<file path="src/rtl/fp_int_to_f32_seq_pkg.sv">
// Shared types and constants for the sequential integer to binary32 converter.
//   word_t   : 32-bit integer operand
//   fp32_t   : IEEE-754 binary32 value {sign, exp[7:0], mant[22:0]}
//   fflags_t : exception flags {NV, DZ, OF, UF, NX}
//   FRM_*    : rounding-mode encodings (5..7 behave as RNE)
//   state_e  : converter FSM states
package fp_int_to_f32_seq_pkg;

  typedef logic [31:0] word_t;
  typedef logic [31:0] fp32_t;
  typedef logic [4:0]  fflags_t;

  localparam logic [2:0] FRM_RNE = 3'd0;
  localparam logic [2:0] FRM_RTZ = 3'd1;
  localparam logic [2:0] FRM_RDN = 3'd2;
  localparam logic [2:0] FRM_RUP = 3'd3;
  localparam logic [2:0] FRM_RMM = 3'd4;

  // Biased exponent of 2^31: magnitude bit 31 is the hidden bit before normalisation.
  localparam logic [7:0] EXP_INIT = 8'd158;

  typedef enum logic [1:0] {
    StIdle  = 2'd0,
    StNorm  = 2'd1,
    StRound = 2'd2,
    StDone  = 2'd3
  } state_e;

endpackage

</file>
<file path="src/rtl/fp_rounder_f32.sv">
// Combinational rounding step for a normalised binary32 significand.
//   sign_i             : result sign (direction for RDN/RUP)
//   rm_i               : rounding mode, FRM_* encoding
//   mant_i             : 23-bit truncated mantissa
//   guard_i/round_i/sticky_i : bits below the mantissa
//   exp_i              : biased exponent before rounding
//   mant_o / exp_o     : rounded mantissa and exponent
//   inexact_o          : any discarded bit was set
module fp_rounder_f32
  import fp_int_to_f32_seq_pkg::*;
(
  input  logic        sign_i,
  input  logic [2:0]  rm_i,
  input  logic [22:0] mant_i,
  input  logic        guard_i,
  input  logic        round_i,
  input  logic        sticky_i,
  input  logic [7:0]  exp_i,
  output logic [22:0] mant_o,
  output logic [7:0]  exp_o,
  output logic        inexact_o
);

  logic        inc;
  logic [23:0] mant_sum;

  assign inexact_o = guard_i | round_i | sticky_i;

  always_comb begin
    inc = 1'b0;
    case (rm_i)
      FRM_RTZ: inc = 1'b0;
      FRM_RDN: inc = sign_i & inexact_o;
      FRM_RUP: inc = ~sign_i & inexact_o;
      FRM_RMM: inc = guard_i;
      default: inc = guard_i & (round_i | sticky_i | mant_i[0]);
    endcase
  end

  assign mant_sum = {1'b0, mant_i} + {23'd0, inc};

  // Carry-out means the significand became 2.0: mantissa wraps to 0 and the
  // exponent bumps. A 32-bit source never reaches the binary32 overflow range.
  assign mant_o = mant_sum[22:0];
  assign exp_o  = exp_i + {7'd0, mant_sum[23]};

endmodule

</file>
<file path="src/rtl/fp_int_to_f32_seq.sv">
// Multi-cycle i32/u32 to binary32 converter.
//   clk, rst     : clock and synchronous active-high reset
//   start        : request, accepted when start && ready
//   intSigned    : 1 = operand is i32, 0 = u32 (sampled on accept)
//   roundingMode : FRM_* rounding mode (sampled on accept)
//   intSrc       : integer operand (sampled on accept)
//   ready        : high only while idle
//   done         : one-cycle result-valid pulse
//   fpResult     : converted value, held until the next result
//   flags        : exception flags {NV,DZ,OF,UF,NX}, held with fpResult
module fp_int_to_f32_seq
  import fp_int_to_f32_seq_pkg::*;
(
  input  logic       clk,
  input  logic       rst,
  input  logic       start,
  input  logic       intSigned,
  input  logic [2:0] roundingMode,
  input  word_t      intSrc,
  output logic       ready,
  output logic       done,
  output fp32_t      fpResult,
  output fflags_t    flags
);

  state_e     state_q, state_d;
  word_t      mag_q, mag_d;
  logic [7:0] exp_q, exp_d;
  logic       sign_q, sign_d;
  logic [2:0] rm_q, rm_d;
  fp32_t      result_q, result_d;
  fflags_t    flags_q, flags_d;

  logic [22:0] rnd_mant;
  logic [7:0]  rnd_exp;
  logic        rnd_inexact;
  logic        src_sign;

  fp_rounder_f32 u_rounder (
    .sign_i    (sign_q),
    .rm_i      (rm_q),
    .mant_i    (mag_q[30:8]),
    .guard_i   (mag_q[7]),
    .round_i   (mag_q[6]),
    .sticky_i  (|mag_q[5:0]),
    .exp_i     (exp_q),
    .mant_o    (rnd_mant),
    .exp_o     (rnd_exp),
    .inexact_o (rnd_inexact)
  );

  assign src_sign = intSigned & intSrc[31];

  always_comb begin
    state_d  = state_q;
    mag_d    = mag_q;
    exp_d    = exp_q;
    sign_d   = sign_q;
    rm_d     = rm_q;
    result_d = result_q;
    flags_d  = flags_q;

    unique case (state_q)
      StIdle: begin
        if (start) begin
          sign_d = src_sign;
          // Two's-complement negate; 0x8000_0000 maps to itself, which is the
          // correct magnitude when read as unsigned.
          mag_d  = src_sign ? (~intSrc + 32'd1) : intSrc;
          exp_d  = EXP_INIT;
          rm_d   = roundingMode;
          if (intSrc == '0) begin
            result_d = '0;
            flags_d  = '0;
            state_d  = StDone;
          end else begin
            state_d = StNorm;
          end
        end
      end
      StNorm: begin
        if (mag_q[31]) begin
          state_d = StRound;
        end else if (mag_q[31:24] == 8'd0) begin
          mag_d = mag_q << 8;
          exp_d = exp_q - 8'd8;
        end else begin
          mag_d = mag_q << 1;
          exp_d = exp_q - 8'd1;
        end
      end
      StRound: begin
        result_d = {sign_q, rnd_exp, rnd_mant};
        flags_d  = {4'b0000, rnd_inexact};
        state_d  = StDone;
      end
      StDone: begin
        state_d = StIdle;
      end
      default: state_d = StIdle;
    endcase
  end

  always_ff @(posedge clk) begin
    if (rst) begin
      state_q  <= StIdle;
      mag_q    <= '0;
      exp_q    <= '0;
      sign_q   <= 1'b0;
      rm_q     <= '0;
      result_q <= '0;
      flags_q  <= '0;
    end else begin
      state_q  <= state_d;
      mag_q    <= mag_d;
      exp_q    <= exp_d;
      sign_q   <= sign_d;
      rm_q     <= rm_d;
      result_q <= result_d;
      flags_q  <= flags_d;
    end
  end

  assign ready    = (state_q == StIdle);
  assign done     = (state_q == StDone);
  assign fpResult = result_q;
  assign flags    = flags_q;

endmodule

</file>
<file path="config.mk">
export PLATFORM = sky130hd
export DESIGN_NAME = fp_int_to_f32_seq
export DESIGN_NICKNAME = d
export VERILOG_FILES = /design/src/rtl/fp_int_to_f32_seq_pkg.sv /design/src/rtl/fp_rounder_f32.sv /design/src/rtl/fp_int_to_f32_seq.sv
export SDC_FILE = /design/constraint.sdc
export NUM_CORES = 1
export LEC_CHECK = 0
export ABC_AREA = 1
export BUFFER_PORTS_ARGS = -buffer_cell sky130_fd_sc_hd__clkbuf_2
export CAP_MARGIN = 20
export CORE_MARGIN = 1
export CORE_UTILIZATION = 45
export CTS_CLUSTER_SIZE = 30
export DETAILED_ROUTE_END_ITERATION = 7
export MAX_ROUTING_LAYER = met4
export SETUP_SLACK_MARGIN = 0.3
export SKIP_CTS_REPAIR_TIMING = 1
export SLEW_MARGIN = 10
export SYNTH_ARGS = -nofsm -noshare
export SYNTH_HDL_FRONTEND = slang
export SYNTH_SLANG_ARGS = --single-unit
export TNS_END_PERCENT = 20
</file>
<file path="constraint.sdc">
create_clock -name clk -period 3.2 [get_ports clk]
set_clock_uncertainty 0.1 [all_clocks]
set_input_delay 0.48 -clock clk [delete_from_list [all_inputs] [get_ports clk]]
set_output_delay 0.48 -clock clk [all_outputs]
set_load 0.05 [all_outputs]
</file>
== After elaboration in Yosys (flattened, before gate mapping) ==
Cells that the tools add are included.

* Output and inout bits: 39
* Bits in registers: 83
* Word-level logic and storage cells: 65

* Add/subtract/negate cells: 5
* Multiplexer cells: 20
* Reduce and logical (&&, ||, !) cells: 11
* Eq/ne operators: 11
* Bitwise operators: 10

{| class="wikitable"
|+ Operator list
! operator !! number
|-
| two-way mux 32 bit || 6
|-
| case mux 32 bit (2 select lines) || 2
|-
| adder 32 x 1 -> 32 bit (second input constant) || 1
|-
| zero test 32 bit || 1
|-
| inverter 32 bit || 1
|-
| adder 23 x 1 -> 24 bit || 1
|-
| two-way mux 8 bit || 3
|-
| case mux 8 bit (2 select lines) || 1
|-
| two-way mux 5 bit || 2
|-
| case mux 5 bit (2 select lines) || 1
|-
| adder 8 x 1 -> 8 bit || 1
|-
| zero test 8 bit || 1
|-
| case mux 2 bit (4 select lines) || 1
|-
| subtractor 8 x 1 -> 8 bit (second input constant) || 1
|-
| subtractor 8 x 4 -> 8 bit (second input constant) || 1
|-
| equality test 3 x 2 -> 1 bit (second input constant) || 2
|-
| two-way mux 2 bit || 3
|-
| inequality test 2 bit (second input constant) || 3
|-
| AND reduction 2 bit || 3
|-
| AND reduction 3 bit || 2
|-
| OR reduction 6 bit || 1
|-
| bitwise AND 1 bit || 4
|-
| equality test 2 bit (second input constant) || 2
|-
| OR 1 bit || 4
|-
| 8 further kinds || 9
|}

== Logic depth before layout (Yosys ltp) ==
Gate-level depths: netlist of the first run.

* Word-level depth: 8
* Depth in mapped cells: 20
* Gate-level depth less buffers: 20

== Modules after synthesis ==
A second synthesis of the first run with hierarchy kept.

* Cells, all modules: 959
* Area, all modules: 5,933.2 µm²

{| class="wikitable"
|+ By module, submodules not included
! module !! instances !! sequential area each (µm²) !! area each (µm²) !! cells an instance
|-
| fp_int_to_f32_seq || 1 || 1,581.5 || 5,148.7 || 808
|-
| fp_rounder_f32 || 1 || 0.0 || 784.5 || 151
|}

== Worst setup path before layout of the first run ==
OpenSTA, ideal clock, no wires.

* Path kind: reg-to-reg
* Start: register rm_q[0]
* End: register result_q[27], in the netlist fpResult[27]
* Arrival: 2.567 ns
* Period minus slack after synthesis: 2.805 ns
* Stages on the path, launching flop included: 18
* Setup slack: 0.395 ns
* Data required time: 2.962 ns
* Cells stage by stage: dfxtp_1 nor2_1 a21oi_1 a31oi_1 o21ai_0 nand2_1 ha_1 inv_1 nor3_2 nand4_1 nor3_1 ha_1 nand3_1 nor2_1 xor2_1 nor2_1 nand2_2 a21oi_2

* Cells in the longest elaborated chain, start to end: 5
* Elaborated cells on any way between the ends: 8

{| class="wikitable"
|+ RTL lines
! item !! line !! RTL
|-
| start: declaration || fp_int_to_f32_seq.sv:30 || <nowiki>logic [2:0] rm_q, rm_d;</nowiki>
|-
| start signal: assignment || fp_int_to_f32_seq.sv:118 || <nowiki>rm_q <= rm_d;</nowiki>
|-
| equality test 3 bit, or another cell as far along || fp_rounder_f32.sv:31 || <nowiki>case (rm_i)</nowiki>
|-
| case mux 1 bit (4 select lines) (*) || fp_rounder_f32.sv:31 ||
|-
| adder 23 x 1 -> 24 bit (*) || fp_rounder_f32.sv:40 || <nowiki>assign mant_sum = {1'b0, mant_i} + {23'd0, inc};</nowiki>
|-
| adder 8 x 1 -> 8 bit (*) || fp_rounder_f32.sv:45 || <nowiki>assign exp_o = exp_i + {7'd0, mant_sum[23]};</nowiki>
|-
| case mux 32 bit (2 select lines) (*) || fp_int_to_f32_seq.sv:63 || <nowiki>unique case (state_q)</nowiki>
|-
| end signal: assignment || fp_int_to_f32_seq.sv:119 || <nowiki>result_q <= result_d;</nowiki>
|-
| end: declaration || fp_int_to_f32_seq.sv:31 || <nowiki>fp32_t result_q, result_d;</nowiki>
|}

Every way passes the cells marked *; elsewhere a longest branch is shown, timed or not.
A chain may end at the register's enable or synchronous reset.

== Worst setup path in the final report of the first run ==
* Start: register mag_q[1]
* End: register result_q[27], in the netlist fpResult[27]

* Cells in the longest elaborated chain, start to end: 8
* Elaborated cells on any way between the ends: 11

{| class="wikitable"
|+ RTL lines
! item !! line !! RTL
|-
| start: declaration || fp_int_to_f32_seq.sv:27 || <nowiki>word_t mag_q, mag_d;</nowiki>
|-
| start signal: assignment || fp_int_to_f32_seq.sv:115 || <nowiki>mag_q <= mag_d;</nowiki>
|-
| OR reduction 6 bit (*) || fp_int_to_f32_seq.sv:45 || <nowiki>.sticky_i (|mag_q[5:0]),</nowiki>
|-
| OR 1 bit (2 in series) || fp_rounder_f32.sv:36 || <nowiki>default: inc = guard_i & (round_i | sticky_i | mant_i[0]);</nowiki>
|-
| bitwise AND 1 bit || fp_rounder_f32.sv:36 ||
|-
| case mux 1 bit (4 select lines) (*) || fp_rounder_f32.sv:31 ||
|-
| adder 23 x 1 -> 24 bit (*) || fp_rounder_f32.sv:40 ||
|-
| adder 8 x 1 -> 8 bit (*) || fp_rounder_f32.sv:45 ||
|-
| case mux 32 bit (2 select lines) (*) || fp_int_to_f32_seq.sv:63 ||
|}

Marks and branches as above.

==> results.py, run 1 <==
metrics = {
    "synth": {
        "synth_top_family_by_area": "simple AND/OR/NAND/NOR gates",
        "syn_inst": 951,
        "synthMuxAreaShare_pct": 0,
        "synth_flop_cell": "dfxtp_1",
        "synth_fa_ha_area_share_pct": 2.56,
        "synthDistinctLibCells": 42,
        "synth-seq-cells": 79,
        "synth.cell_area_um2": 5850,
        "avgSynthCellArea_um2": 6.16,
        "synth_async_sr_flop_share_pct": 0,
        "yosys.area_share.simple_pct": 42.0,
        "yosys_warnings": 0,
        "synth_compound_area_share_pct": 15.7,
        "synth_xor_area_share_pct": 1.94,
        "synth_edf_count": 0,
        "yosysSeqAreaShare_pct": 27.0,
    },
    "sta": {
        "max_clock_freq_mhz": 364,
        "fin_crit_sh_pct": 85.9,
        "relSlewSlack_pct": 51.9,
        "min_period_ps": 2750,
        "fin_ws_ps": 451,
        "slew_viol_final": 0,
        "setup_viol": 0,
        "tightest_slew_ps": 721,
        "rsz0062_at_grt": "yes",
        "hold_viol": 0,
        "setup-tns-final_ps": 0,
        "timing.hold.ws_ps": 287,
    },
    "cts": {
        "cts_root_buf": "clkbuf_16",
        "cts_buffer_depth": 2,
        "cts_sinks": 79,
        "cts_buffers": 9,
        "cts_max_level": 3,
        "worst_skew_pair.late_latency_ps": 340,
        "cts_tree": "built",
        "clkTransAtPathRegs_ps": 60,
    },
    "finish": {
        "fin_cells": 1196,
        "layout-drive-gt1-share_pct": 18.8,
        "area_growth_pct": 15.0,
        "register_area_um2": 1590,
        "diodes": 0,
        "multi_input_area_um2": 3700,
        "n_fill_cell": 1361,
        "final_core_util_pct": 53.1,
        "final_nets": 1071,
        "design_area_um2": 6730,
    },
    "floorplan": {
        "die_w_um": 116,
        "pin_count": 78,
        "row_count": 41,
        "die_area_um2": 13500,
        "die_h_um": 116,
        "initial_core_util_pct": 46.2,
        "coreArea_um2": 12700,
    },
    "place": {
        "dp_hpwl_um": 13700,
        "gp_congestion": 0.960,
        "placed_area_um2": 6360,
        "dp_cells": 1180,
        "io_buffers": 73,
        "dpl_worst_slack_ps": 140,
    },
    "worst_setup_path": {
        "cp-start-kind": "flop",
        "cp.required_ps": 3310,
        "endpoint_kind": "flop",
        "cp_slowest_stage_delay_ps": 340,
        "worstPathMaxFanout": 5,
        "slowest_stage": "dfxtp_2",
        "path_buf_inv": 2,
        "cp_cell_sequence": "inv_1 -> nand4_1 -> nor3_1 -> a31oi_1 -> o21ai_1 -> nand2_1 -> ha_4 -> inv_1 -> nor3_2 -> nand4_1 -> nor3_2 -> ha_2 -> nand3_4 -> nor2_4 -> xor2_1 -> nor2_1 -> nand2_2 -> a21oi_2",
        "critical-path-top-delay-family": "simple AND/OR/NAND/NOR gates",
        "criticalPathCategory": "reg -> reg",
        "arrival_ps": 2860,
    },
    "global_route": {
        "grt_usage_pct": 28.8,
        "grt_pass1_vias": 5727,
        "grt_max_degree": 41,
        "gr-total-overflow": 0,
        "grt_pass1_wl_um": 28800,
        "grt_antenna_before_repair": 0,
    },
    "pwr": {
        "total_power_mw": 5.33,
        "p_per_area_nw_per_um2": 792,
        "ir_drop_uv": 365,
        "p_leak_nw": 2.95,
    },
    "routing": {
        "dr_total_vias": 6159,
        "vias_per_cell": 5.15,
        "drt_iter0_drc": 351,
        "wl_per_cell_um": 14.7,
        "drt_pass1_iterations": 5,
        "ant_nets": 0,
        "drc": 0,
        "drt-total-wl_um": 17600,
    },
    "worst_hold_path": {
        "min_path_type": "in -> reg",
    },
    "run": {
        "maxCapViolCount": 0,
    },
    "status": {
        "status": "completed",
    },
}
## cell type report
cell class	instances	area share (%)
Sequential cell	79	23.6
Tap cell	172	3.20
Timing Repair Buffer	95	7.88
Inverter	102	5.69
Multi-Input combinational cell	733	55.0
Clock inverter	5	1.23
Clock buffer	10	3.40
## tightest hold or removal path: stages
cell and delay [ps]:
clkbuf_2 90, nand2_1 60, a21oi_1 60
## metal layers
| metal | global-route usage (%) | up-vias | wire length, µm |
|---|---|---|---|
| met5 | - | - | 0 |
| met4 | 11.3 | 0 | 510 |
| met3 | 3.71 | 27 | 812 |
| met2 | 45.6 | 168 | 7940 |
| met1 | 37.3 | 2737 | 8380 |
| li1 | - | 3227 | - |
## cells in the final DEF (no fill, tap or decap), types with 2 or more instances in the layout
master | Yosys | layout
dfxtp_1 | 79 | 73
nand3_4 | 1 | 2
a21oi_1 | 43 | 43
xnor2_1 | 2 | 2
buf_4 | 8 | 22
nor2_1 | 125 | 122
nor3_2 | 1 | 2
nor2_4 | 4 | 5
o21ai_0 | 51 | 50
nand3b_1 | 15 | 15
o21bai_1 | 2 | 2
nor3_1 | 8 | 7
nand2_1 | 240 | 240
nor2_2 | 11 | 13
bufinv_16 | 0 | 2
o21ai_1 | 5 | 6
inv_1 | 97 | 96
dfxtp_2 | 0 | 6
o22ai_1 | 2 | 2
ha_1 | 12 | 10
xor2_1 | 11 | 11
o211ai_1 | 18 | 18
inv_2 | 5 | 6
clkbuf_16 | 0 | 9
a31oi_1 | 5 | 5
clkbuf_2 | 0 | 73
nand3_1 | 106 | 105
nand4_1 | 12 | 12
a21oi_2 | 20 | 20
nand2_2 | 25 | 25
conb_1 | 1 | 4
## power by group
part           leakage (nW)  switching (mW)  total [mW]  internal, mW
sequential            0.648           0.291        1.53          1.24
combinational          2.15            1.85        2.71         0.858
clock                 0.153           0.408        1.09         0.682
## registers in the layout, summed over array words and instances, names as in the netlist
| signal | count |
|---|---|
| mag_q | 32 |
| flags | 1 |
| rm_q | 3 |
| sign_q | 1 |
| state_q | 2 |
| fpResult | 32 |
| exp_q | 8 |
## path summary, 6_finish.rpt
| path | startpoint | end | slack (ps) | cells past startpoint |
|---|---|---|---|---|
| setup / recovery | mag_q[1]$_SDFFE_PP0P_ | fpResult[27]$_SDFFE_PP0P_ | 450 | 18 |
| hold / removal | intSrc[0] | mag_q[0]$_SDFFE_PP0P_ | 290 | 3 |
| setup reg to reg | mag_q[1]$_SDFFE_PP0P_ | fpResult[27]$_SDFFE_PP0P_ | 450 | 18 |
| hold reg to reg | mag_q[0]$_SDFFE_PP0P_ | mag_q[1]$_SDFFE_PP0P_ | 370 | 2 |
## cell families (layout without fill, tap and decap cells)
group | after synthesis | after routing
adder cells (fa/ha/maj) | 12 | 12
AND/OR/NAND/NOR | 551 | 551
flip-flops | 79 | 79
buffers and inverters | 142 | 212
other | 1 | 4
XOR/XNOR | 13 | 13
AO/OA/AOI/OAI | 153 | 153
## synth_stat cells (2+ instances only)
| cell | number | area, µm² |
|---|---|---|
| o22ai_1 | 2 | 12.5 |
| dfxtp_1 | 79 | 1580 |
| o21ai_0 | 51 | 255 |
| nand2_1 | 240 | 901 |
| o211ai_1 | 18 | 135 |
| o21bai_1 | 2 | 15.0 |
| buf_4 | 8 | 60.1 |
| clkbuf_1 | 20 | 75.1 |
| xnor2_1 | 2 | 17.5 |
| nand3b_1 | 15 | 113 |
| inv_2 | 5 | 18.8 |
| nor2_1 | 125 | 469 |
| a21oi_2 | 20 | 175 |
| buf_2 | 6 | 30.0 |
| xor2_1 | 11 | 96.3 |
| a21oi_1 | 43 | 215 |
| nand4_1 | 12 | 75.1 |
| nor2_4 | 4 | 45.0 |
| buf_6 | 3 | 33.8 |
| nand2_2 | 25 | 156 |
| a31oi_1 | 5 | 31.3 |
| nor2_2 | 11 | 68.8 |
| nand3_1 | 106 | 531 |
| nor3_1 | 8 | 40.0 |
| ha_1 | 12 | 150 |
| inv_1 | 97 | 364 |
| o21ai_1 | 5 | 25.0 |
| buf_12 | 2 | 40.0 |
No activity file was read; power rests on OpenSTA's default activity.
==> run 2, diff against run 1 <==
- CORE_ASPECT_RATIO: not set -> 0.6
- CTS_CLUSTER_SIZE: 30 -> 10
- PLACE_DENSITY: not set -> 0.63
==> run 2 against run 1 <==
  * Via count increased by 4.3%
  * Critical path depth grew 1
  * Final cell count fell by 0.17%
  * Sequential power is essentially flat
  * Worst hold slack got worse by 2.8 ps
  * Fmax decreased by 6.8%
  * Worst setup slack got worse by 200 ps
  * Register-to-register slack got worse by 200 ps
  * Final area increased by 1.0%
  * Core utilization rose by 1.8 points
  * Largest cell class unchanged
==> results.py, run 2 (synthesized netlist as in run 1, its figures left out) <==
metrics = {
    "global_route": {
        "gr-total-overflow": 0,
        "grt_max_degree": 41,
        "grt_pass1_wl_um": 30600,
        "grt_pass1_vias": 5725,
        "grt_antenna_before_repair": 0,
        "grt_usage_pct": 29.7,
    },
    "cts": {
        "cts_root_buf": "clkbuf_16",
        "cts_tree": "built",
        "cts_buffers": 9,
        "clkTransAtPathRegs_ps": 70,
        "cts_max_level": 3,
        "worst_skew_pair.late_latency_ps": 340,
        "cts_buffer_depth": 2,
        "cts_sinks": 79,
    },
    "worst_hold_path": {
        "worstHoldEndpoint": "mag_q[0]$_SDFFE_PP0P_",
        "min_path_type": "in -> reg",
        "whs_path_depth": 3,
        "hp-start": "intSrc[0]",
    },
    "worst_setup_path": {
        "reg2reg_from": "rm_q[0]$_SDFFE_PP0P_",
        "criticalPathCategory": "reg -> reg",
        "cp-start-kind": "flop",
        "rr_endpoint": "fpResult[30]$_SDFFE_PP0P_",
        "arrival_ps": 3120,
        "path_buf_inv": 2,
        "endpoint_kind": "flop",
        "critical-path-top-delay-family": "simple AND/OR/NAND/NOR gates",
        "r2r_slack_ps": 250,
        "slowest_stage": "dfxtp_1",
        "cp_cell_sequence": "nor2_2 -> a21oi_1 -> a31oi_1 -> o21ai_1 -> nand2_2 -> ha_4 -> inv_1 -> nor3_2 -> nand4_1 -> nor3_4 -> ha_2 -> nand3_4 -> inv_2 -> nand4_1 -> nand2_1 -> nand2_1 -> nor2_1 -> nand2_2 -> a21oi_2",
        "worstPathMaxFanout": 5,
        "cp.required_ps": 3370,
        "r2r_cells": 19,
        "cp_slowest_stage_delay_ps": 340,
    },
    "finish": {
        "final_common_cell": "nand2_1",
        "diodes": 0,
        "final_core_util_pct": 55.0,
        "register_area_um2": 1590,
        "n_fill_cell": 1294,
        "area_growth_pct": 16.2,
        "multi_input_area_um2": 3710,
        "mostFrequentLayoutCells": "239 x nand2_1, 123 x nor2_1, 105 x nand3_1",
        "layout-drive-gt1-share_pct": 19.1,
        "final_nets": 1075,
    },
    "status": {
        "status": "completed",
    },
    "routing": {
        "wl_per_cell_um": 15.8,
        "drt_pass1_iterations": 5,
        "drt_iter0_drc": 613,
        "vias_per_cell": 5.38,
        "drc": 0,
        "ant_nets": 0,
        "drt-total-wl_um": 18800,
        "dr_total_vias": 6426,
    },
    "pwr": {
        "seqPwrFrac_pct": 27.7,
        "swShare_pct": 47.7,
        "comb_power_share_pct": 50.2,
        "p_leak_nw": 3.00,
        "ir_drop_uv": 513,
        "intPower_mw": 2.88,
        "p_per_area_nw_per_um2": 810,
        "p_switching_mw": 2.63,
        "pwr-share-clk_pct": 22.1,
    },
    "sta": {
        "relSlewSlack_pct": 59.4,
        "max_clock_freq_mhz": 339,
        "tightest_slew_ps": 609,
        "slew_viol_final": 0,
        "timing.hold.ws_ps": 284,
        "rsz0062_at_grt": "yes",
        "fin_ws_ps": 250,
        "hold_viol": 0,
        "min_period_ps": 2950,
        "setup-tns-final_ps": 0,
        "setup_viol": 0,
        "fin_crit_sh_pct": 92.2,
    },
    "floorplan": {
        "die_w_um": 149,
        "row_count": 31,
        "initial_core_util_pct": 47.3,
        "pin_count": 78,
        "die_area_um2": 13500,
        "die_h_um": 90.4,
        "coreArea_um2": 12400,
    },
    "place": {
        "dp_hpwl_um": 14400,
        "gp_congestion": 0.977,
        "io_buffers": 73,
        "dpl_worst_slack_ps": 88.4,
    },
    "run": {
        "maxCapViolCount": 0,
    },
}
-- run 2: power groups by stage --
stage               sequential (mW)  clock, mW  combinational [mW]
global placement               1.52          0                2.71
CTS                            1.50       1.23                2.70
detailed placement             1.52          0                2.68
finish                         1.53       1.22                2.76
floorplan                      1.60          0                1.83
global route                   1.56       1.28                3.06
-- run 2: layout make-up --
type | instances | share of cell area [%]
multi-input combinational | 733 | 54.6
clock buffer | 10 | 3.51
inverter | 102 | 5.63
sequential | 79 | 23.3
timing repair buffer | 99 | 8.24
clock inverter | 6 | 1.69
tap | 165 | 3.04
-- run 2: worst max-delay path by stage --
stage | from | end | slack, ps | cells past startpoint
2_1_floorplan | rm_q[0]$_SDFFE_PP0P_ | fpResult[27]$_SDFFE_PP0P_ | 400 | 17
3_3_place_gp | rm_q[0]$_SDFFE_PP0P_ | fpResult[27]$_SDFFE_PP0P_ | 230 | 17
3_5_place_dp | rm_q[0]$_SDFFE_PP0P_ | fpResult[29]$_SDFFE_PP0P_ | 90 | 18
4_1_cts | rm_q[0]$_SDFFE_PP0P_ | fpResult[27]$_SDFFE_PP0P_ | 50 | 17
5_1_grt | rm_q[0]$_SDFFE_PP0P_ | fpResult[30]$_SDFFE_PP0P_ | -10 | 19
6_report | rm_q[0]$_SDFFE_PP0P_ | fpResult[30]$_SDFFE_PP0P_ | 250 | 19
-- run 2: layer usage --
layer	GRT usage (%)	part of all wire (%)	vias to the layer above
met5	-	0	-
li1	-	-	3237
met1	45.2	51	2913
met3	8.54	10	8
met4	3.49	0.31	0
met2	38.3	38	268
-- run 2: stage by stage --
stage / instance area, µm² / std cells / total power, mW
after CTS: 6730 / 1192 / 5.43
final: 6800 / 1194 / 5.51
after global placement: 6370 / 1176 / 4.23
after detailed placement: 6370 / 1176 / 4.20
after global routing: 6800 / 1194 / 5.90
after floorplan: 5870 / 954 / 3.43
-- run 2: worst register-to-register path, stage by stage, from the launching register on --
cell and delay [ps]:
dfxtp_1 340, nor2_2 130, a21oi_1 80, a31oi_1 190
o21ai_1 120, nand2_2 110, ha_4 160, inv_1 60
nor3_2 180, nand4_1 210, nor3_4 270, ha_2 250
nand3_4 110, inv_2 80, nand4_1 100, nand2_1 80
nand2_1 40, nor2_1 110, nand2_2 60, a21oi_2 110
